==> src/rtl/mont_mul_if.sv <==
// ----------------------------------------------------------------------------
// mont_mul_if
// Start/done handshake and operand bus of the bit-serial Montgomery multiplier.
//
// Signals:
//   in_sig  : start request (master -> slave), sampled only while idle
//   A_i     : multiplicand, Montgomery form (master -> slave)
//   B_i     : multiplier, Montgomery form (master -> slave)
//   Prime   : odd modulus (master -> slave)
//   Result  : A*B*2^-WIDTH mod Prime, fully reduced (slave -> master)
//   done    : one-cycle pulse, Result valid (slave -> master)
//   busy    : multiplier not idle (slave -> master)
//
// Modports:
//   master : the requester driving operands and start
//   slave  : the multiplier
// ----------------------------------------------------------------------------
interface mont_mul_if #(
    parameter int WIDTH = 32
);
    logic             in_sig;
    logic [WIDTH-1:0] A_i;
    logic [WIDTH-1:0] B_i;
    logic [WIDTH-1:0] Prime;
    logic [WIDTH-1:0] Result;
    logic             done;
    logic             busy;

    modport master (
        output in_sig,
        output A_i,
        output B_i,
        output Prime,
        input  Result,
        input  done,
        input  busy
    );

    modport slave (
        input  in_sig,
        input  A_i,
        input  B_i,
        input  Prime,
        output Result,
        output done,
        output busy
    );
endinterface : mont_mul_if

==> src/rtl/mont_mul.sv <==
// ----------------------------------------------------------------------------
// mont_mul
// Bit-serial radix-2 Montgomery multiplier:
//     Result = A * B * 2^-WIDTH mod Prime
// Consumes Montgomery-domain coordinates in the ECC point-arithmetic datapath.
// One multiplication: 1 load cycle, WIDTH iteration cycles, 1 final-reduction
// cycle and 1 output cycle in which done is high.
//
// Ports:
//   clk    : clock, rising edge
//   reset  : asynchronous active-low reset
//   bus    : mont_mul_if slave modport
//            in_sig (start), A_i, B_i, Prime (operands, sampled on the start
//            edge only), Result (held until the next final reduction),
//            done (one-cycle pulse), busy (not idle)
//
// Operands are expected < 2*Prime and Prime odd, 3 <= Prime < 2^WIDTH;
// anything else gives an undefined Result and is not detected.
// ----------------------------------------------------------------------------
module mont_mul #(
    parameter int WIDTH = 32
) (
    input  logic         clk,
    input  logic         reset,
    mont_mul_if.slave    bus
);

    localparam int                CNT_W = (WIDTH > 1) ? $clog2(WIDTH) : 1;
    localparam logic [CNT_W-1:0]  LAST  = CNT_W'(WIDTH - 1);

    typedef enum logic [1:0] {
        IDLE = 2'd0,
        MUL  = 2'd1,
        FIX  = 2'd2,
        OUT  = 2'd3
    } state_e;

    // Single conditional subtract bringing an operand < 2*m into [0, m).
    function automatic logic [WIDTH-1:0] cond_sub_w(
        input logic [WIDTH-1:0] x,
        input logic [WIDTH-1:0] m
    );
        logic [WIDTH-1:0] r;
        if (x >= m) begin
            r = x - m;
        end else begin
            r = x;
        end
        return r;
    endfunction

    // Same reduction on the WIDTH+1 bit accumulator (S < 2*m).
    function automatic logic [WIDTH:0] cond_sub_s(
        input logic [WIDTH:0]   x,
        input logic [WIDTH-1:0] m
    );
        logic [WIDTH:0] r;
        if (x >= {1'b0, m}) begin
            r = x - {1'b0, m};
        end else begin
            r = x;
        end
        return r;
    endfunction

    state_e            state_q, state_d;
    logic [CNT_W-1:0]  cnt_q,   cnt_d;
    logic [WIDTH-1:0]  a_q,     a_d;
    logic [WIDTH-1:0]  b_q,     b_d;
    logic [WIDTH-1:0]  p_q,     p_d;
    logic [WIDTH:0]    s_q,     s_d;
    logic [WIDTH-1:0]  result_q, result_d;

    // Iteration datapath. T needs WIDTH+2 bits: S < 2P, B < P, and the
    // optional +P for odd T gives T < 4P, which can set bit WIDTH+1.
    logic [WIDTH+1:0]  t_sum_s;
    logic [WIDTH+1:0]  t_red_s;
    logic [WIDTH:0]    s_next_s;
    logic [WIDTH:0]    s_fix_s;

    // One Montgomery iteration on the current multiplicand bit.
    always_comb begin
        t_sum_s = {1'b0, s_q};
        if (a_q[cnt_q]) begin
            t_sum_s = {1'b0, s_q} + {2'b00, b_q};
        end else begin
            t_sum_s = {1'b0, s_q};
        end

        // Adding the odd modulus makes T even so the shift is exact.
        if (t_sum_s[0]) begin
            t_red_s = t_sum_s + {2'b00, p_q};
        end else begin
            t_red_s = t_sum_s;
        end

        s_next_s = t_red_s[WIDTH+1:1];
        s_fix_s  = cond_sub_s(s_q, p_q);
    end

    // Next-state and datapath register updates.
    always_comb begin
        state_d  = state_q;
        cnt_d    = cnt_q;
        a_d      = a_q;
        b_d      = b_q;
        p_d      = p_q;
        s_d      = s_q;
        result_d = result_q;

        case (state_q)
            IDLE: begin
                if (bus.in_sig) begin
                    // Operands may be up to 2*Prime; one subtract suffices.
                    a_d     = cond_sub_w(bus.A_i, bus.Prime);
                    b_d     = cond_sub_w(bus.B_i, bus.Prime);
                    p_d     = bus.Prime;
                    s_d     = {(WIDTH+1){1'b0}};
                    cnt_d   = {CNT_W{1'b0}};
                    state_d = MUL;
                end else begin
                    state_d = IDLE;
                end
            end

            MUL: begin
                s_d = s_next_s;
                if (cnt_q == LAST) begin
                    cnt_d   = {CNT_W{1'b0}};
                    state_d = FIX;
                end else begin
                    cnt_d   = cnt_q + {{(CNT_W-1){1'b0}}, 1'b1};
                    state_d = MUL;
                end
            end

            FIX: begin
                // S < 2P here, so one subtract gives the fully reduced value.
                result_d = s_fix_s[WIDTH-1:0];
                state_d  = OUT;
            end

            OUT: begin
                state_d = IDLE;
            end

            default: begin
                state_d = IDLE;
            end
        endcase
    end

    // State and datapath registers.
    always_ff @(posedge clk or negedge reset) begin
        if (!reset) begin
            state_q  <= IDLE;
            cnt_q    <= {CNT_W{1'b0}};
            a_q      <= {WIDTH{1'b0}};
            b_q      <= {WIDTH{1'b0}};
            p_q      <= {WIDTH{1'b0}};
            s_q      <= {(WIDTH+1){1'b0}};
            result_q <= {WIDTH{1'b0}};
        end else begin
            state_q  <= state_d;
            cnt_q    <= cnt_d;
            a_q      <= a_d;
            b_q      <= b_d;
            p_q      <= p_d;
            s_q      <= s_d;
            result_q <= result_d;
        end
    end

    // done and busy decode the state register only; no path from in_sig.
    assign bus.Result = result_q;
    assign bus.done   = (state_q == OUT);
    assign bus.busy   = (state_q != IDLE);

endmodule : mont_mul

==> src/flat_wrapper.sv <==
// flat-port wrapper written by rule: the top's interface ports become plain ports
module mont_mul_flat 
#(
    parameter int WIDTH = 32
)
  (clk, reset, bus_in_sig, bus_A_i, bus_B_i, bus_Prime, bus_Result, bus_done, bus_busy);
  mont_mul_if #(.WIDTH(WIDTH)) bus_i ();
  input  logic clk;
  input  logic reset;
  input wire logic [$bits(bus_i.in_sig)-1:0] bus_in_sig;
  input wire logic [$bits(bus_i.A_i)-1:0] bus_A_i;
  input wire logic [$bits(bus_i.B_i)-1:0] bus_B_i;
  input wire logic [$bits(bus_i.Prime)-1:0] bus_Prime;
  output wire logic [$bits(bus_i.Result)-1:0] bus_Result;
  output wire logic [$bits(bus_i.done)-1:0] bus_done;
  output wire logic [$bits(bus_i.busy)-1:0] bus_busy;
  assign bus_i.in_sig = bus_in_sig;
  assign bus_i.A_i = bus_A_i;
  assign bus_i.B_i = bus_B_i;
  assign bus_i.Prime = bus_Prime;
  assign bus_Result = bus_i.Result;
  assign bus_done = bus_i.done;
  assign bus_busy = bus_i.busy;
  mont_mul #(.WIDTH(WIDTH)) u_core (.clk(clk), .reset(reset), .bus(bus_i));
endmodule
==> config.mk <==
export PLATFORM = sky130hd
export DESIGN_NAME = mont_mul_flat
export DESIGN_NICKNAME = d
export VERILOG_FILES = /design/src/rtl/mont_mul_if.sv /design/src/rtl/mont_mul.sv /design/src/flat_wrapper.sv
export SDC_FILE = /design/constraint.sdc
export NUM_CORES = 1
export LEC_CHECK = 0
export CAP_MARGIN = 10
export CORE_ASPECT_RATIO = 1.75
export CORE_UTILIZATION = 35
export CTS_BUF_LIST = sky130_fd_sc_hd__clkbuf_4
export DETAILED_ROUTE_END_ITERATION = 8
export GPL_ROUTABILITY_DRIVEN = 0
export PLACE_DENSITY = 0.55
export RECOVER_POWER = 100
export SYNTH_ARGS = -nofsm -noshare
export SYNTH_HDL_FRONTEND = slang
export SYNTH_SLANG_ARGS = --single-unit
==> constraint.sdc <==
create_clock -name clk -period 6.8 [get_ports clk]
set_input_delay 1.02 -clock clk [delete_from_list [all_inputs] [get_ports clk]]
set_output_delay 1.02 -clock clk [all_outputs]
set_load 0.05 [all_outputs]
# After elaboration in Yosys (flattened, before gate mapping)

Cells that the tools add are included.

Flip-flop bits (word level): 168
Input bits: 99
Output and inout port bits: 34
Logic and storage cells: 42

Add/sub/neg operators: 6
$lt $le $gt $ge: 4
Equal/unequal tests: 5
Muxes and demuxes: 15
Reduce and logical (&&, ||, !) cells: 5

Operators by type and width:

| kind                | number |
|---|---|
| $mux 32             | 3 |
| $sub 32x32->32      | 3 |
| $mux 34             | 2 |
| $pmux 33 s2         | 1 |
| $ge 32x32->1        | 2 |
| $add 33x32->34      | 1 |
| $add 34x32->34      | 1 |
| $ge 33x32->1        | 1 |
| $mux 33             | 1 |
| $mux 5              | 2 |
| $pmux 5 s2          | 1 |
| $pmux 2 s4          | 1 |
| $lt 5x6->1 const B  | 1 |
| $add 5x1->5 const B | 1 |
| $bmux 1 s5          | 1 |
| $eq 5x5->1 const B  | 1 |
| $eq 2x2->1 const B  | 2 |
| $reduce_and 2->1    | 2 |
| $reduce_bool 2->1   | 2 |
| $eq 2x1->1 const B  | 1 |
| $logic_not 2->1     | 1 |
| $mux 1              | 2 |
| $mux 2              | 1 |
| $ne 2x2->1 const B  | 1 |

# Depth between registers and ports, before layout

Gate-level depths: netlist of the first run.

Word-level depth: 6
Gate-level depth with buffers: 27
Gate-level depth less buffers: 27

# Worst setup path after synthesis of the first run

No wires, ideal clock.

Path type: flip-flop to flip-flop
Start point: register u_core.s_q[0]
End point: register u_core.s_q[31]
Setup time: 0.083 ns
Data arrival time: 4.794 ns
Required time: 6.717 ns
Setup slack: 1.923 ns
Cell stages (with the launch flop): 28
Buffers on the path: 0
Clock period less this slack: 4.877 ns
Path through: dfrtp_1 > ha_1 > inv_1 > fa_1 > nor2b_1 > o31a_1 > a211o_1 > o21a_1 > o21ai_0 > a21boi_0 > o21ai_0 > nand2b_1 > a21oi_1 > xnor2_1 > mux2_2 > ha_1 > o21a_1 > nor2_1 > nor3b_1 > or4_1 > o22ai_1 > a31oi_1 > nand3_1 > nand3_1 > a2111oi_0 > nor4_1 > xor2_1 > o21ai_0

Word-level cells in the longest chain between the ends: 5

RTL lines:

| element                  | RTL line        | text |
|---|---|---|
| start: declaration       | mont_mul.sv:71  | `logic [WIDTH:0] s_q, s_d;` |
| start signal: assignment | mont_mul.sv:161 | `s_q <= {(WIDTH+1){1'b0}};` |
| $add 33x32->34           | mont_mul.sv:85  | `t_sum_s = {1'b0, s_q} + {2'b00, b_q};` |
| $mux 34 (*)              | mont_mul.sv:84  | `if (a_q[cnt_q]) begin` |
| $add 34x32->34           | mont_mul.sv:92  | `t_red_s = t_sum_s + {2'b00, p_q};` |
| $mux 34 (*)              | mont_mul.sv:91  | `if (t_sum_s[0]) begin` |
| $pmux 33 s2 (*)          | mont_mul.sv:111 | `case (state_q)` |

Every way passes the cells marked *; elsewhere a longest branch is shown, timed or not.
A chain may end at the register's enable or synchronous reset.

# Final worst setup path of the first run

Start point: register u_core.cnt_q[1]
End point: register u_core.s_q[26]

Word-level cells in the longest chain between the ends: 6

RTL lines:

| element                          | RTL line        | text |
|---|---|---|
| start: declaration               | mont_mul.sv:67  | `logic [CNT_W-1:0] cnt_q, cnt_d;` |
| start signal: assignment         | mont_mul.sv:157 | `cnt_q <= {CNT_W{1'b0}};` |
| start signal: assignment         | mont_mul.sv:165 | `cnt_q <= cnt_d;` |
| $bmux 1 s5 (*)                   | mont_mul.sv:84  |  |
| $mux 1 (implied by the code) (*) | mont_mul.sv:84  |  |
| $mux 34 (*)                      | mont_mul.sv:84  |  |
| $add 34x32->34                   | mont_mul.sv:92  |  |
| $mux 34 (*)                      | mont_mul.sv:91  |  |
| $pmux 33 s2 (*)                  | mont_mul.sv:111 |  |

Every way passes the cells marked *; elsewhere a longest branch is shown, timed or not. The select of a mux whose other input is x is not followed.

==> run_results.csv, run 1 <==
group,metric,value,unit
outcome,status,"finished, violations left",
outcome,violations,"max-capacitance violations, max-slew violations",
place,port_buffers,132,
cts,clockRootBuffer,"clkbuf_4",
yosys,synth_seq_cells,168,
yosys,seq_area_frac_synth,0.267,
floorplan,core_area,44300,um2
cts,cts_tree,"done",
setup_path,crit_family,"compound AO/OA/AOI/OAI gates",
setup_path,crit_path_end_kind,"flip-flop",
yosys,yosysTopAreaCellShare,0.267,
grt,top_usage_layer,"met2",
timing,worst_pin_slew,3600,ps
timing,hold_violations,0,
final_layout,drive_gt1_frac,0.0363,
detailed_routing,drc,0,
grt,grt_pass1_vias,15100,
setup_path,max_stage_delay,670,ps
setup_path,startpoint_type,"flip-flop",
floorplan,die_h,283,um
cts,cts_hold_buf,0,
grt,met1_usage,0.240,
yosys,netlist-cell-type-count,72,
final_layout,utilization,0.404,
grt,grtUsageMet2,0.424,
grt,overflow,0,
setup_path,worstPathArrival,6690,ps
floorplan,io_pins,133,
yosys,avgSynthCellArea,7.82,um2
detailed_routing,avgRoutedWirePerCell,18.6,um
cts,numClockSinks,168,
timing,tns,0,ps
setup_path,crit_required,7380,ps
yosys,synth.most_common_cell,"nand2_1",
timing,finalCritPeriodShare,0.899,
place,dp.final_hpwl,41.1,mm
floorplan,dieArea,45900,um2
detailed_routing,drt_pass1_iterations,5,
setup_path,cp_cell_sequence,"clkbuf_1 -> mux2i_1 -> a22oi_1 -> nand3_1 -> a21boi_1 -> clkbuf_1 -> nor2_4 -> buf_4 -> nand2_1 -> o21ai_0 -> ha_1 -> a21o_1 -> a21oi_1 -> o21ai_0 -> and3_1 -> a2111oi_4 -> a21oi_1 -> and3_1 -> mux2_1 -> o21ai_1",
yosys,synth_edf_count,0,
cts,htreeDepth,4,
cts,cts.clk_slew.worst_paths,140,ps
floorplan,start_util,0.356,
cts,insertion_delay,660,ps
floorplan,rows,102,
setup_path,critPathBufInv,3,
cts,cts-buffers-inserted,17,
yosys,ys_top_cells_by_count,"nand2_1, a21oi_1, dfrtp_1, o21ai_0, ha_1",
timing,rsz0062_at_grt,"no",
grt,grt_max_degree,75,
setup_path,worstSetupPathType,"flip-flop to flip-flop",
run,maxCapViolations,3,
yosys,syn_nets,2279,
cts,cts_resized,0,
floorplan,die_w,162,um
detailed_routing,vias,14700,
grt,grt_pass1_wl,79.3,mm
yosys,synthTopCellsByArea,"dfrtp_1, ha_1, nand2_1",
yosys,yosys_warnings,0,
grt,grt_util_met3,0.0253,
setup_path,crit_slowest_cell,"dfrtp_1",
timing,fmax,164,MHz
yosys,synth_ff_type,"dfrtp_1",
yosys,yosysTopAreaCell,"dfrtp_1",
place,dp_cells,2662,
detailed_routing,drt_wl_total,50.2,mm
cts,cts.path.max_buffers,2,
grt,antenna_found_initial,2,
timing,relSlewSlack,-1.40,
grt,grtUsageTotal,0.223,
final_layout,final_net_count,2374,
final_layout,fill_cells,4581,
timing,slew_violations,187,
setup_path,critPathLaunch,"u_core.cnt_q[1]$_DFFE_PN0P_",
final_layout,area_delta_synth_final,13.4,%
detailed_routing,drt_iter0_markers,918,
final_layout,finalNonFillerCells,2696,
yosys,postSynthCellCount,2014,
setup_path,rr_startpoint,"u_core.cnt_q[1]$_DFFE_PN0P_",
yosys,async_flop_share,1.00,
setup_path,critPathMaxFanout,47,
yosys,syn_area,15800,um2
detailed_routing,vias_per_cell,5.46,
detailed_routing,detail-route-antenna-nets,0,
timing,fin_worst_skew,21.5,ps
worst_hold_path,worstHoldStart,"u_core.bus.Result[31]$_DFFE_PN0P_",
cts,cts_setup_buffers,0,
timing,finalCriticalPeriod,6110,ps
timing,finalSetupViolCount,0,
worst_hold_path,holdCritPathClass,"flip-flop to flip-flop",
-- final timing paths --
| check | slack (ps) | end | cells after the start |
|---|---|---|---|
| worst max-delay path | 690 | u_core.s_q[26]$_DFFE_PN0P_ | 20 |
| worst min-delay path | 490 | u_core.bus.Result[31]$_DFFE_PN0P_ | 2 |
| worst max register to register | 690 | u_core.s_q[26]$_DFFE_PN0P_ | 20 |
| worst min register to register | 490 | u_core.bus.Result[31]$_DFFE_PN0P_ | 2 |
| max in group asynchronous | 2530 | u_core.bus.Result[27]$_DFFE_PN0P_ | 2 |
| min in group asynchronous | 1460 | u_core.a_q[4]$_DFFE_PN0P_ | 1 |
-- routing by layer --
metal	wire length [um]	share of wire
met2	26600	0.53
met4	2260	0.045
met1	19800	0.39
met3	1570	0.031
met5	0	0
-- stage by stage --
step,instance area (um2),worst slack (ps),hold slack [ps]
6_report,17900,686,492
5_1_grt,17900,303,532
4_1_cts,17900,1120,303
3_5_place_dp,17600,1130,474
3_3_place_gp,17600,1200,465
2_1_floorplan,15800,1920,449
-- final cells by class --
cell class / count / area [um2] / area share
antenna: 3 / 7.51 / 0.000420
clock buffer: 20 / 150 / 0.00840
clock inverter: 11 / 108 / 0.00602
inverter: 111 / 417 / 0.0233
multi-input combinational: 1664 / 10900 / 0.608
sequential: 168 / 4200 / 0.235
tap: 572 / 716 / 0.0400
timing repair buffer: 147 / 1410 / 0.0786
-- worst register-to-register path, cell delays in order, from the launching register on --
cell and delay (ps):
dfrtp_1 670, clkbuf_1 580, mux2i_1 280, a22oi_1 110, nand3_1 110, a21boi_1 70
clkbuf_1 170, nor2_4 430, buf_4 480, nand2_1 90, o21ai_0 120, ha_1 350
a21o_1 200, a21oi_1 260, o21ai_0 320, and3_1 310, a2111oi_4 570, a21oi_1 250
and3_1 250, mux2_1 300, o21ai_1 120
-- logic make-up (layout without fill, tap and decap cells) --
group | count (synthesis) | in the layout | share of synthesized area
buffers and inverters | 182 | 289 | 0.0449
XOR/XNOR | 137 | 137 | 0.0761
AO/OA/AOI/OAI | 687 | 687 | 0.272
flip-flops | 168 | 168 | 0.267
AND/OR/NAND/NOR | 636 | 636 | 0.180
multiplexers | 38 | 38 | 0.0258
other | 0 | 3 | 0
adder cells (fa/ha/maj) | 166 | 166 | 0.134
-- sequential cells by signal, indices dropped and copies added (netlist names), named ones only --
name and cells:
u_core.a_q 32, u_core.cnt_q 5, u_core.s_q 33, u_core.b_q 32, u_core.p_q 32, u_core.bus.Result 32
u_core.state_q 1
-- layout by cell type (no fill, tap or decap), drive strengths merged, types with 7 or more instances in the layout --
cell type | netlist | final
nor4 | 8 | 8
xnor2 | 90 | 90
o21bai | 20 | 20
clkbuf | 67 | 28
nand4 | 12 | 12
a211oi | 8 | 8
nand2 | 285 | 285
xor2 | 47 | 47
nor2 | 147 | 147
a221o | 10 | 10
a211o | 7 | 7
inv | 111 | 111
o21a | 31 | 31
o31ai | 13 | 13
nor3 | 27 | 27
a21o | 81 | 81
nor2b | 23 | 23
ha | 161 | 161
dlygate4sd3 | 0 | 38
buf | 4 | 8
dfrtp | 168 | 168
mux2i | 27 | 27
or2 | 9 | 9
a31oi | 64 | 64
mux2 | 11 | 11
nand3 | 53 | 53
nand2b | 21 | 21
clkdlybuf4s50 | 0 | 93
and3 | 15 | 15
a21boi | 11 | 11
a22oi | 15 | 15
o21ai | 170 | 170
clkinv | 0 | 7
or3 | 9 | 9
a21oi | 202 | 202
and2 | 9 | 9
Power of run 1 is not shown: default switching activity piles up to over one toggle a cycle in this logic, so the estimate is an artifact.
==> run 2, diff against run 1 <==
==> constraint.sdc (replaced) <==
create_clock -name clk -period 6.8 [get_ports clk]
set_input_delay 1.36 -clock clk [delete_from_list [all_inputs] [get_ports clk]]
set_output_delay 1.36 -clock clk [all_outputs]
set_load 0.05 [all_outputs]
==> run_results.csv, run 2 (same netlist as run 1, synthesis figures left out) <==
group,metric,value,unit
setup_path,startpoint_type,"flip-flop",
detailed_routing,drt_iter0_markers,964,
setup_path,crit_path_end_kind,"flip-flop",
cts,cts.path.max_buffers,2,
grt,grt_pass1_wl,77.9,mm
worst_hold_path,min_path_cells,2,
cts,cts_setup_buffers,0,
worst_hold_path,hold_end,"u_core.bus.Result[0]$_DFFE_PN0P_",
setup_path,rr_startpoint,"u_core.cnt_q[1]$_DFFE_PN0P_",
final_layout,drive_gt1_frac,0.0385,
grt,grtUsageTotal,0.221,
cts,htreeDepth,4,
timing,finalCriticalPeriod,6190,ps
cts,numClockSinks,168,
timing,finalSetupViolCount,0,
cts,cts-buffers-inserted,17,
cts,cts_resized,0,
timing,hold_violations,0,
outcome,status,"finished, violations left",
detailed_routing,avgRoutedWirePerCell,18.6,um
floorplan,dieArea,45900,um2
grt,overflow,0,
worst_hold_path,worstHoldStart,"u_core.bus.Result[0]$_DFFE_PN0P_",
worst_hold_path,holdCritPathClass,"flip-flop to flip-flop",
timing,relSlewSlack,-2.32,
setup_path,rrSetupSlack,610,ps
timing,finalCritPeriodShare,0.911,
floorplan,core_area,44300,um2
grt,antenna_found_initial,2,
setup_path,rr_endpoint,"u_core.s_q[26]$_DFFE_PN0P_",
detailed_routing,detail-route-antenna-nets,0,
grt,grt_pass1_vias,14700,
setup_path,critPathMaxFanout,13,
floorplan,die_h,283,um
final_layout,final_common_cell,"nand2_1",
place,dp.final_hpwl,41.0,mm
cts,clockRootBuffer,"clkbuf_4",
detailed_routing,drc,0,
final_layout,final_cell_mix,"nand2_1, a21oi_1, o21ai_0, dfrtp_1, ha_1",
final_layout,largest-register,"u_core.s_q",
cts,cts_hold_buf,0,
setup_path,worstSetupPathType,"flip-flop to flip-flop",
timing,fin_worst_skew,37.0,ps
setup_path,r2r_cells,20,
final_layout,final_net_count,2381,
timing,slew_violations,294,
cts,cts_tree,"done",
detailed_routing,drt_pass1_iterations,5,
final_layout,area_delta_synth_final,13.6,%
setup_path,crit_required,7380,ps
floorplan,die_w,162,um
timing,fmax,162,MHz
floorplan,io_pins,133,
final_layout,largest_reg_flops,33,
setup_path,worstPathArrival,6770,ps
cts,cts.clk_slew.worst_paths,170,ps
outcome,violations,"max-capacitance violations, max-slew violations",
timing,tns,0,ps
timing,worst_pin_slew,4980,ps
cts,insertion_delay,650,ps
grt,grt_max_degree,106,
run,maxCapViolations,5,
detailed_routing,vias,14700,
floorplan,rows,102,
floorplan,start_util,0.356,
place,port_buffers,132,
detailed_routing,drt_wl_total,50.3,mm
timing,rsz0062_at_grt,"no",
setup_path,critPathLaunch,"u_core.cnt_q[1]$_DFFE_PN0P_",
detailed_routing,vias_per_cell,5.45,
run 2: through the flow:
stage / hold slack, ps / cell area, um2 / worst slack, ps / instances / utilization
CTS: 506 / 17900 / 1060 / 2701 / 0.405
finish: 496 / 17900 / 608 / 2703 / 0.404
floorplan: 449 / 15800 / 1920 / 2014 / -
global route: 530 / 17900 / 399 / 2703 / 0.404
global placement: 463 / 17700 / 846 / 2669 / 0.400
detailed placement: 474 / 17700 / 800 / 2669 / 0.400
run 2: how the worst max path moves through the flow:
stage	endpoint	slack [ps]
finish	u_core.s_q[26]$_DFFE_PN0P_	610
global route	u_core.s_q[26]$_DFFE_PN0P_	400
CTS	u_core.s_q[31]$_DFFE_PN0P_	1060
detailed placement	u_core.b_q[30]$_DFFE_PN0P_	800
global placement	u_core.b_q[30]$_DFFE_PN0P_	850
floorplan	u_core.s_q[31]$_DFFE_PN0P_	1920
run 2: final cells by class:
type                       instances  area [um2]
tap                              572         716
multi-input combinational       1664       10800
timing repair buffer             154        1480
clock inverter                    15         106
clock buffer                      17         128
inverter                         111         417
fill                            4567       26400
antenna                            2        5.00
sequential                       168        4200
run 2: per-layer routing:
metal,vias up,track usage,part of all wire
li1,7437,-,-
met1,6850,0.236,0.40
met2,351,0.417,0.52
met3,106,0.0269,0.029
met4,0,0.118,0.050
met5,-,0,0
run 2: critical path: stages, from the launching register on:
cell	delay [ps]
dfrtp_1	530
clkbuf_1	620
mux2i_1	290
a22oi_1	260
nand3_1	110
a21boi_1	390
nor2_4	190
o31ai_1	410
ha_1	350
a21o_1	180
a21o_1	200
nor2_1	260
nand2_1	80
o21ai_0	120
o21ai_0	250
and3_1	300
a2111oi_4	570
a21oi_1	270
and3_1	260
mux2_1	310
o21ai_0	170
Power of run 2 is left out for the same reason.
